===== src/rtl/sock_order_dispatcher_if.sv =====
// Order and counter-condition bundle between the order source, the dispatcher
// and the sock-factory package counters.
interface sock_order_dispatcher_if #(
    parameter int unsigned QTY_W = 4
);
    logic             ord_valid;
    logic             ord_ready;
    logic [2:0]       ord_type;
    logic [1:0]       ord_size;
    logic [QTY_W-1:0] ord_qty;
    logic             hold;
    logic             PH;
    logic             SR;
    logic [2:0]       T;
    logic [1:0]       PLS;
    logic             CO;
    logic [QTY_W-1:0] pkg_cnt;
    logic             busy;
    logic             done;
    logic             err;

    // Dispatcher side
    modport master (
        input  ord_valid, ord_type, ord_size, ord_qty, hold, CO,
        output ord_ready, PH, SR, T, PLS, pkg_cnt, busy, done, err
    );

    // Order source / counter side
    modport slave (
        output ord_valid, ord_type, ord_size, ord_qty, hold, CO,
        input  ord_ready, PH, SR, T, PLS, pkg_cnt, busy, done, err
    );
endinterface


===== src/rtl/sock_order_dispatcher.sv =====
// Order-side initiator for the sock-factory package counters: drives PH/SR/T/PLS
// while an order runs and counts CO pulses. Optional RUN watchdog: SOCK_DISPATCH_TIMEOUT_EN.
module sock_order_dispatcher #(
    parameter int unsigned QTY_W = 4
`ifdef SOCK_DISPATCH_TIMEOUT_EN
    ,
    parameter int unsigned TIMEOUT = 8
`endif
) (
    input logic                       clk,
    input logic                       reset,
    sock_order_dispatcher_if.master   bus
);

    typedef enum logic [2:0] {
        IDLE,
        RUN,
        PAUSE,
        DONE,
        ERR
    } state_t;

    state_t           state;
    logic [QTY_W-1:0] qty_q;
    logic [QTY_W-1:0] cnt_inc_c;

    assign cnt_inc_c = bus.pkg_cnt + QTY_W'(1);

`ifdef SOCK_DISPATCH_TIMEOUT_EN
    localparam int unsigned TMO_W = $clog2(TIMEOUT);
    logic [TMO_W-1:0] tmo_cnt;
`endif

    // Single-process FSM; outputs are loaded together with the next state
    always_ff @(posedge clk or negedge reset) begin
        if (!reset) begin
            state         <= IDLE;
            qty_q         <= '0;
            bus.ord_ready <= 1'b1;
            bus.PH        <= 1'b0;
            bus.SR        <= 1'b0;
            bus.T         <= 3'd0;
            bus.PLS       <= 2'd0;
            bus.pkg_cnt   <= '0;
            bus.busy      <= 1'b0;
            bus.done      <= 1'b0;
            bus.err       <= 1'b0;
`ifdef SOCK_DISPATCH_TIMEOUT_EN
            tmo_cnt       <= '0;
`endif
        end else begin
            bus.done <= 1'b0;
            case (state)
                IDLE: begin
                    if (bus.ord_valid) begin
                        qty_q         <= bus.ord_qty;
                        bus.pkg_cnt   <= '0;
                        bus.ord_ready <= 1'b0;
                        if (bus.ord_qty != '0) begin
                            state    <= RUN;
                            bus.PH   <= 1'b1;
                            bus.SR   <= 1'b1;
                            bus.T    <= bus.ord_type;
                            bus.PLS  <= bus.ord_size;
                            bus.busy <= 1'b1;
`ifdef SOCK_DISPATCH_TIMEOUT_EN
                            tmo_cnt  <= '0;
`endif
                        end else begin
                            state    <= DONE;
                            bus.done <= 1'b1;
                        end
                    end
                end

                RUN: begin
                    if (bus.CO) begin
                        bus.pkg_cnt <= cnt_inc_c;
`ifdef SOCK_DISPATCH_TIMEOUT_EN
                        tmo_cnt     <= '0;
`endif
                        // Completion wins over a pause request on the same package
                        if (cnt_inc_c == qty_q) begin
                            state    <= DONE;
                            bus.done <= 1'b1;
                            bus.PH   <= 1'b0;
                            bus.SR   <= 1'b0;
                            bus.T    <= 3'd0;
                            bus.PLS  <= 2'd0;
                            bus.busy <= 1'b0;
                        end else if (bus.hold) begin
                            state  <= PAUSE;
                            bus.PH <= 1'b0;
                            bus.SR <= 1'b0;
                        end
                    end
`ifdef SOCK_DISPATCH_TIMEOUT_EN
                    else if (tmo_cnt == TMO_W'(TIMEOUT - 1)) begin
                        state    <= ERR;
                        bus.err  <= 1'b1;
                        bus.PH   <= 1'b0;
                        bus.SR   <= 1'b0;
                        bus.T    <= 3'd0;
                        bus.PLS  <= 2'd0;
                        bus.busy <= 1'b0;
                    end else begin
                        tmo_cnt <= tmo_cnt + TMO_W'(1);
                    end
`endif
                end

                // T/PLS stay latched so the condition returns unchanged on resume
                PAUSE: begin
                    if (!bus.hold) begin
                        state  <= RUN;
                        bus.PH <= 1'b1;
                        bus.SR <= 1'b1;
`ifdef SOCK_DISPATCH_TIMEOUT_EN
                        tmo_cnt <= '0;
`endif
                    end
                end

                DONE: begin
                    state         <= IDLE;
                    bus.ord_ready <= 1'b1;
                end

                ERR: begin
                    state <= ERR;
                end

                default: begin
                    state         <= IDLE;
                    bus.ord_ready <= 1'b1;
                    bus.PH        <= 1'b0;
                    bus.SR        <= 1'b0;
                    bus.T         <= 3'd0;
                    bus.PLS       <= 2'd0;
                    bus.busy      <= 1'b0;
                end
            endcase
        end
    end

endmodule


===== src/flat_wrapper.sv =====
// flat-port wrapper written by rule: the top's interface ports become plain ports
module sock_order_dispatcher_flat 
#(
    parameter int unsigned QTY_W = 4

)
  (clk, reset, bus_ord_valid, bus_ord_type, bus_ord_size, bus_ord_qty, bus_hold, bus_CO, bus_ord_ready, bus_PH, bus_SR, bus_T, bus_PLS, bus_pkg_cnt, bus_busy, bus_done, bus_err);
  sock_order_dispatcher_if #(.QTY_W(QTY_W)) bus_i ();
  input logic clk;
  input logic reset;
  input wire logic [$bits(bus_i.ord_valid)-1:0] bus_ord_valid;
  input wire logic [$bits(bus_i.ord_type)-1:0] bus_ord_type;
  input wire logic [$bits(bus_i.ord_size)-1:0] bus_ord_size;
  input wire logic [$bits(bus_i.ord_qty)-1:0] bus_ord_qty;
  input wire logic [$bits(bus_i.hold)-1:0] bus_hold;
  input wire logic [$bits(bus_i.CO)-1:0] bus_CO;
  output wire logic [$bits(bus_i.ord_ready)-1:0] bus_ord_ready;
  output wire logic [$bits(bus_i.PH)-1:0] bus_PH;
  output wire logic [$bits(bus_i.SR)-1:0] bus_SR;
  output wire logic [$bits(bus_i.T)-1:0] bus_T;
  output wire logic [$bits(bus_i.PLS)-1:0] bus_PLS;
  output wire logic [$bits(bus_i.pkg_cnt)-1:0] bus_pkg_cnt;
  output wire logic [$bits(bus_i.busy)-1:0] bus_busy;
  output wire logic [$bits(bus_i.done)-1:0] bus_done;
  output wire logic [$bits(bus_i.err)-1:0] bus_err;
  assign bus_i.ord_valid = bus_ord_valid;
  assign bus_i.ord_type = bus_ord_type;
  assign bus_i.ord_size = bus_ord_size;
  assign bus_i.ord_qty = bus_ord_qty;
  assign bus_i.hold = bus_hold;
  assign bus_i.CO = bus_CO;
  assign bus_ord_ready = bus_i.ord_ready;
  assign bus_PH = bus_i.PH;
  assign bus_SR = bus_i.SR;
  assign bus_T = bus_i.T;
  assign bus_PLS = bus_i.PLS;
  assign bus_pkg_cnt = bus_i.pkg_cnt;
  assign bus_busy = bus_i.busy;
  assign bus_done = bus_i.done;
  assign bus_err = bus_i.err;
  sock_order_dispatcher #(.QTY_W(QTY_W)) u_core (.clk(clk), .reset(reset), .bus(bus_i));
endmodule

===== config.mk =====
export PLATFORM = sky130hd
export DESIGN_NAME = sock_order_dispatcher_flat
export DESIGN_NICKNAME = d
export VERILOG_FILES = /design/src/rtl/sock_order_dispatcher_if.sv /design/src/rtl/sock_order_dispatcher.sv /design/src/flat_wrapper.sv
export SDC_FILE = /design/constraint.sdc
export NUM_CORES = 1
export LEC_CHECK = 0
export ABC_CLOCK_PERIOD_IN_PS = 1800
export CORE_AREA = 10 10 62 64
export DETAILED_ROUTE_END_ITERATION = 12
export DIE_AREA = 0 0 72 74
export PLACE_DENSITY = 0.83
export SLEW_MARGIN = 5
export SYNTH_ARGS = -nofsm -noshare
export SYNTH_HDL_FRONTEND = slang
export SYNTH_SLANG_ARGS = --single-unit

===== constraint.sdc =====
create_clock -name clk -period 1.8 [get_ports clk]
set_input_delay 0.36 -clock clk [delete_from_list [all_inputs] [get_ports clk]]
set_output_delay 0.36 -clock clk [all_outputs]
set_load 0.02 [all_outputs]

Word level (Yosys, flattened, before mapping)
Cells that the tools add are included.

Output and inout bits: 15. Bits in registers: 20. Word-level logic and storage cells: 73.

Add/sub/neg operators: 1. Reduce and logical (&&, ||, !) cells: 12. Bitwise logic cells: 3. Multiplexer cells: 37. Eq/ne operators: 11.

Operators by type and width (number): 3-bit two-way mux (9); 1-bit two-way mux (13); 3-bit one-hot mux with 4 select lines (1); 2-bit two-way mux (5); 3-bit one-hot mux with 3 select lines (1); 4-bit two-way mux (2); 4-bit one-hot mux with 2 select lines (1); 3-bit by 2-bit == test with 1-bit output (second input constant) (2); 2-bit != test (second input constant) (3); 2-bit one-hot mux with 3 select lines (1); 6-bit AND reduction (1); 3-bit OR reduction (2); 5-bit AND reduction (1); 4-bit by 1-bit adder with 4-bit output (second input constant) (1); 4-bit == test (1); 2-bit by 1-bit != test with 1-bit output (second input constant) (2); 1-bit one-hot mux with 2 select lines (2); 1-bit one-hot mux with 4 select lines (1); 2-bit AND reduction (2); 4-bit AND reduction (1); 4-bit nonzero test (1); 3-bit by 1-bit == test with 1-bit output (second input constant) (1); 3-bit == test (second input constant) (1); 3-bit logical NOT (1); other kinds (6) (8).

Longest topological paths before layout
Gate-level depths: netlist of the first run.

Depth after elaboration: 5. Gate-level depth with buffers: 6.

Worst setup path before layout of the first run
Ideal clock, no wire load.

Kind: register -> register. From: register u_core.bus.pkg_cnt[0]. To: register u_core.state[0]. Data arrival time: 1.829 ns. Path slack: -0.155 ns. Path buffers: 0. Clock period less this slack: 1.955 ns. Setup time: 0.125 ns. Required time: 1.675 ns. Stages on the path, launching flop included: 7. Path through: dfrtp_1 -> ha_1 -> xnor3_1 -> nand3_2 -> o21ai_2 -> and2_4 -> mux2_4.

Longest elaborated chain between the ends: 5. Elaborated cells on any way between the ends: 7. Classes of those cells: add/sub: 1; eq/ne: 2; mux: 3; reduce/logical: 1.

RTL lines: from (decl) (line sock_order_dispatcher_if.sv:25) `output ord_ready, PH, SR, T, PLS, pkg_cnt, busy, done, err`; from (signal assigned) (line sock_order_dispatcher.sv:78) `bus.pkg_cnt <= cnt_inc_c;`; 4-bit by 1-bit adder with 4-bit output (*) (line sock_order_dispatcher.sv:27) `assign cnt_inc_c = bus.pkg_cnt + QTY_W'(1);`; 4-bit == test (*) (line sock_order_dispatcher.sv:83) `if (cnt_inc_c == qty_q) begin`; 3-bit two-way mux (line sock_order_dispatcher.sv:83); 3-bit two-way mux (line sock_order_dispatcher.sv:77) `if (bus.CO) begin`; 3-bit one-hot mux with 4 select lines (line sock_order_dispatcher.sv:53) `case (state)`; to (signal assigned) (line sock_order_dispatcher.sv:60) `state <= RUN;`; to (signal assigned) (line sock_order_dispatcher.sv:84) `state <= DONE;`; to (signal assigned) (line sock_order_dispatcher.sv:92) `state <= PAUSE;`; to (decl) (line sock_order_dispatcher.sv:23) `state_t state;`.

Every way passes the cells marked *; elsewhere a longest branch is shown, timed or not. The select of a mux whose other input is x is not followed. A chain may end at the register's enable or synchronous reset.

Final worst setup path of the first run
From: register u_core.bus.pkg_cnt[1]. To: register u_core.bus.T[0].

Longest elaborated chain between the ends: 4.

RTL lines: 4-bit by 1-bit adder with 4-bit output (line sock_order_dispatcher.sv:27); 4-bit == test (line sock_order_dispatcher.sv:83); 2-bit by 1-bit != test with 1-bit output (no line); 5-bit AND reduction (no line); to (signal assigned) (line sock_order_dispatcher.sv:63) `bus.T <= bus.ord_type;`; to (decl) (line sock_order_dispatcher_if.sv:25).

No other way between the ends.

==> results.toml, run 1 <==
[sta]
setup_viol = 0
worst_pin_slew_ns = 0.565
skew_ns = 0.00875
slew_headroom_pct = 62.0
rsz0062_at_grt = "yes"
hold_violations = 0
finalSetupTns_ns = 0
max_freq_mhz = 567
min_period_ns = 1.77
post-route-period-util_pct = 98.1
slew_viol_final = 0

[cells_and_area]
multi_input_area_um2 = 562
design_area_mm2 = 0.00150
n_antenna_cell = 0
area_delta_synth_final_pct = 39.8
drive_above_1_share_pct = 25.0
n_fill_cell = 248
final_common_cell = "clkdlybuf4s50_1"
area.sequential_um2 = 504
layout_common_cells = "23 x clkdlybuf4s50_1, 17 x dfrtp_1, 11 x buf_4, 7 x nor2_1, 7 x a22o_1"
final_nets = 152
final_core_util_pct = 56.5

[critical_path]
startpoint_type = "flip-flop"
cp_slowest_stage_delay_ns = 0.45
crit_required_ns = 1.99
crit_slowest_cell = "dfrtp_2"
crit_chain = "ha_4 > xnor2_2 > nand3_2 > or2_1 > a21o_1 > a22o_1"
end_kind = "flip-flop"
cp_max_fo = 6
worst-setup-path-type = "flip-flop to flip-flop"
arrival_ns = 1.95

[power]
p_leak_uw = 0.000693
power.density_mw_per_mm2 = 1670
ir_drop_mv = 0.895

[logic_synthesis]
synthArstFlopShare_pct = 100
yosysWarnings = 1
synth_seq_cells = 20
mappedNetlistNets = 114
synth-edff-count = 0
syn_area_per_cell_um2 = 10.9
synth_cells = 99
synthDistinctLibCells = 40
synth_area_mm2 = 0.00108
synth_ff_type = "dfrtp_1"
synth.yosys.seq_area_share_pct = 46.6

[place]
globalplace.congestion = 0.823
io_buffers = 27
dp_hpwl_um = 2030
placed_cell_area_mm2 = 0.00145

[clock_tree]
numCtsBuffers = 3
path_clk_slew_ns = 0.12
clock_path_buffers = 2
worstSkewPairLatency_ns = 0.30
cts.sinks = 20
cts_tree = "built"
htree_levels = 1
ctsRootBufferMaster = "clkbuf_4"
holdBufCountCts = 0

[detailed_routing]
dr.pass1.iters = 4
drtIter0Drc = 54
antenna_left = 0
vias_per_cell = 5.30
routed_wl_um = 2540
route.vias.total = 885
drc = 0
wl_per_cell_um = 15.2

[global_route]
grt_antenna_before_repair = 0
grt_pass1_wl_um = 4370
overflow = 0
track_usage_pct = 9.97
grt_max_degree = 21
first_global_vias = 947

[floorplan]
start_util_pct = 40.4
die_y_um = 74
coreArea_mm2 = 0.00266
pin_count = 29
dieArea_mm2 = 0.00533
die_w_um = 72
rows = 19

[outcome]
outcome = "complete, no violations"

[hold_path]
hold_class = "primary input to async pin"

[run]
drv_cap = 0
==> power breakdown <==
group	internal [uW]	leakage, uW	switching, uW	total (uW)
combinational	784	0.000425	691	1470
sequential	637	0.000247	142	780
clock	123	0.0000210	137	260
total	1540	0.000693	970	2510
==> repair_timing <==
action	4_1_cts	5_1_grt
pin swaps	0	0
setup endpoints to repair	5	10
setup buffers	1	0
gates resized for setup	2	4
==> through the flow <==
stage                     hold slack, ns  total power, uW  cells  setup slack [ns]
final                              0.379             2510    167            0.0349
after floorplan                   0.0644             1740     99            0.0926
after global routing               0.385             2720    167           -0.0415
after CTS                          0.386             2500    167           0.00309
after global placement             0.461             2170    162         -0.000435
after detailed placement           0.483             2240    162           -0.0331
==> synthesized netlist by cell type, types with 2 or more instances <==
| cell | number | area, um^2 |
|---|---|---|
| dfrtp_1 | 19 | 475 |
| a22o_1 | 7 | 61.3 |
| nor2_1 | 7 | 26.3 |
| nand2_1 | 6 | 22.5 |
| o21ai_0 | 6 | 30.0 |
| mux2_2 | 4 | 45.0 |
| a21o_1 | 3 | 22.5 |
| a21oi_1 | 3 | 15.0 |
| nor2b_1 | 3 | 18.8 |
| buf_2 | 2 | 10.0 |
| buf_4 | 2 | 15.0 |
| inv_1 | 2 | 7.51 |
| mux2_4 | 2 | 30.0 |
| nand3_1 | 2 | 10.0 |
| nand3b_1 | 2 | 15.0 |
| nor4_2 | 2 | 25.0 |
| o211ai_1 | 2 | 15.0 |
| xnor2_1 | 2 | 17.5 |
| xor2_1 | 2 | 17.5 |
==> final timing paths <==
| path | slack, ns | from | cells after the start | endpoint |
|---|---|---|---|---|
| min in group clk | 0.50 | u_core.bus.busy | 1 | u_core.bus.busy |
| hold / removal | 0.38 | reset | 2 | u_core.qty_q[3] |
| hold reg to reg | 0.50 | u_core.bus.busy | 1 | u_core.bus.busy |
| setup reg to reg | 0.03 | u_core.bus.pkg_cnt[1] | 6 | u_core.bus.T[0] |
| setup / recovery | 0.03 | u_core.bus.pkg_cnt[1] | 6 | u_core.bus.T[0] |
| max in group asynchronous | 1.15 | reset | 2 | u_core.bus.ord_ready |
==> critical path: cells and delay by family (launching register included) <==
family,cells,cell delay [ns]
compound gates,2,0.43
xor+xnor,1,0.15
fa+ha+maj,1,0.26
flops,1,0.45
simple gates,2,0.36
==> cells by family (layout without fill, tap and decap cells) <==
group	after synthesis	in the layout	share of synthesized area (%)
compound gates	26	26	17.1
xor+xnor	5	5	5.35
fa+ha+maj	1	1	1.16
buf+inv	7	44	3.37
flops	20	20	46.6
mux	6	6	6.98
other cells	1	1	0.349
simple gates	33	33	19.1
==> flip-flops by register name (all words and copies together), names as in the netlist <==
name and count:
u_core.bus.pkg_cnt 4, u_core.bus.PH 1, u_core.bus.PLS 2, u_core.bus.ord_ready 1
u_core.bus.done 1, u_core.bus.busy 1, u_core.qty_q 4, u_core.bus.T 3
u_core.state 3
==> layout make-up <==
cell class	instances	area share, %
clock buffers	4	2.41
repair buffers	38	23.6
inverters	2	0.499
flip-flops and latches	20	33.5
well taps	31	2.58
multi-input cells	72	37.4
==> layer usage <==
layer	GRT usage, %	vias up	routed length, um
met2	15.9	31	1160
met5	0	-	0
met1	10.4	417	998
met4	2.37	0	18
li1	-	433	-
met3	7.31	4	358
Power figures use the tool's default switching activity.
==> run 2: changes to the inputs <==
--- a/config.mk
+++ b/config.mk
@@ -10,6 +10,7 @@
 export DETAILED_ROUTE_END_ITERATION = 12
 export DIE_AREA = 0 0 72 74
 export PLACE_DENSITY = 0.83
+export SKIP_CTS_REPAIR_TIMING = 1
 export SLEW_MARGIN = 5
 export SYNTH_ARGS = -nofsm -noshare
 export SYNTH_HDL_FRONTEND = slang
==> run 2 against run 1 <==
Non-clock buffer count did not move. Sequential share of layout area fell by 0.17 points. Combinational power barely moved. Worst hold slack improved by 0.0048 ns. Cell count did not move.
==> results.toml, run 2 (synthesis results as in run 1) <==
[sta]
slew_viol_final = 0
setup_viol = 0
max_freq_mhz = 562
hold_violations = 0
rsz0062_at_grt = "yes"
finalSetupTns_ns = 0
skew_ns = 0.00700
fin_hold_ws_ns = 0.384
worst_pin_slew_ns = 0.562
slew_headroom_pct = 62.2
post-route-period-util_pct = 98.8
min_period_ns = 1.78

[critical_path]
crit_required_ns = 1.99
cp_top_family = "flip-flops"
crit_buf_inv = 0
crit_chain = "ha_4 > xnor2_2 > nand3_2 > or2_1 > a21o_1 > a22o_1"
worst-setup-path-type = "flip-flop to flip-flop"
crit_slowest_cell = "dfrtp_2"
end_kind = "flip-flop"
startpoint = "u_core.bus.pkg_cnt[1]"
arrival_ns = 1.97
startpoint_type = "flip-flop"
cp_max_fo = 6
cp_slowest_stage_delay_ns = 0.46
r2r_start = "u_core.bus.pkg_cnt[1]"

[global_route]
overflow = 0
track_usage_pct = 9.92
first_global_vias = 942
grt_antenna_before_repair = 0
grt_max_degree = 21
grt_pass1_wl_um = 4350

[floorplan]
start_util_pct = 40.4
die_y_um = 74
coreArea_mm2 = 0.00266
pin_count = 29
dieArea_mm2 = 0.00533
rows = 19
die_w_um = 72

[detailed_routing]
route.vias.total = 884
drc = 0
routed_wl_um = 2590
antenna_left = 0
dr.pass1.iters = 2
drtIter0Drc = 62
vias_per_cell = 5.29
wl_per_cell_um = 15.5

[cells_and_area]
fin_cells = 167
design_area_mm2 = 0.00151
n_antenna_cell = 0
layout_common_cells = "23 x clkdlybuf4s50_1, 17 x dfrtp_1, 11 x buf_4, 7 x nor2_1, 7 x a22o_1"
drive_above_1_share_pct = 25.0
reg.largest.list = "u_core.bus.pkg_cnt x4, u_core.qty_q x4"
area_delta_synth_final_pct = 40.5
final_nets = 152
final_core_util_pct = 56.8
final_common_cell = "clkdlybuf4s50_1"

[power]
ir_drop_mv = 0.868
power.density_mw_per_mm2 = 1670
p_leak_uw = 0.000713

[hold_path]
hold_class = "primary input to async pin"

[place]
dp_hpwl_um = 2030
dp.cells = 162
placed_cell_area_mm2 = 0.00145
io_buffers = 27
globalplace.congestion = 0.823

[clock_tree]
clock_path_buffers = 2
cts.sinks = 20
worstSkewPairLatency_ns = 0.30
numCtsBuffers = 3
cts_tree = "built"
ctsRootBufferMaster = "clkbuf_4"
htree_levels = 1
path_clk_slew_ns = 0.11

[outcome]
outcome = "complete, no violations"

[run]
drv_cap = 0
-- run 2: power breakdown --
group          internal (uW)  switching, uW
Combinational            794            693
Sequential               638            144
Clock                    123            134
Total                   1560            971
-- run 2: metal layers --
metal	vias to the layer above	GRT usage, %	share of wire (%)
li1	433	-	-
met1	418	10.4	40
met2	29	15.8	45
met3	4	7.31	14
met4	0	2.37	0.69
met5	-	0	0
-- run 2: worst register-to-register path, delay by kind of cell (launching register included) --
family / cells / cell delay (ns)
compound gates: 2 / 0.43
xor+xnor: 1 / 0.15
flops: 1 / 0.46
fa+ha+maj: 1 / 0.26
simple gates: 2 / 0.36
-- run 2: area by class of cell --
cell class / count / area (um^2)
sequential: 20 / 504
fill: 244 / 1150
multi-input combinational: 72 / 562
clock buffer: 4 / 36.3
inverter: 2 / 7.51
timing repair buffer: 38 / 363
tap: 31 / 38.8
-- run 2: final timing paths --
check / slack [ns] / cells past startpoint / to
max in group asynchronous: 1.15 / 2 / u_core.bus.ord_ready
min in group clk: 0.50 / 1 / u_core.bus.busy
max: 0.02 / 6 / u_core.bus.T[0]
max reg2reg: 0.02 / 6 / u_core.bus.T[0]
min reg2reg: 0.50 / 1 / u_core.bus.busy
min: 0.38 / 2 / u_core.qty_q[3]
-- run 2: stage by stage --
stage | total power (uW) | worst slack (ns)
after floorplan | 1740 | 0.0926
after global placement | 2170 | -0.000435
after detailed placement | 2240 | -0.0331
after CTS | 2500 | -0.0539
after global routing | 2730 | -0.0459
final | 2530 | 0.0218
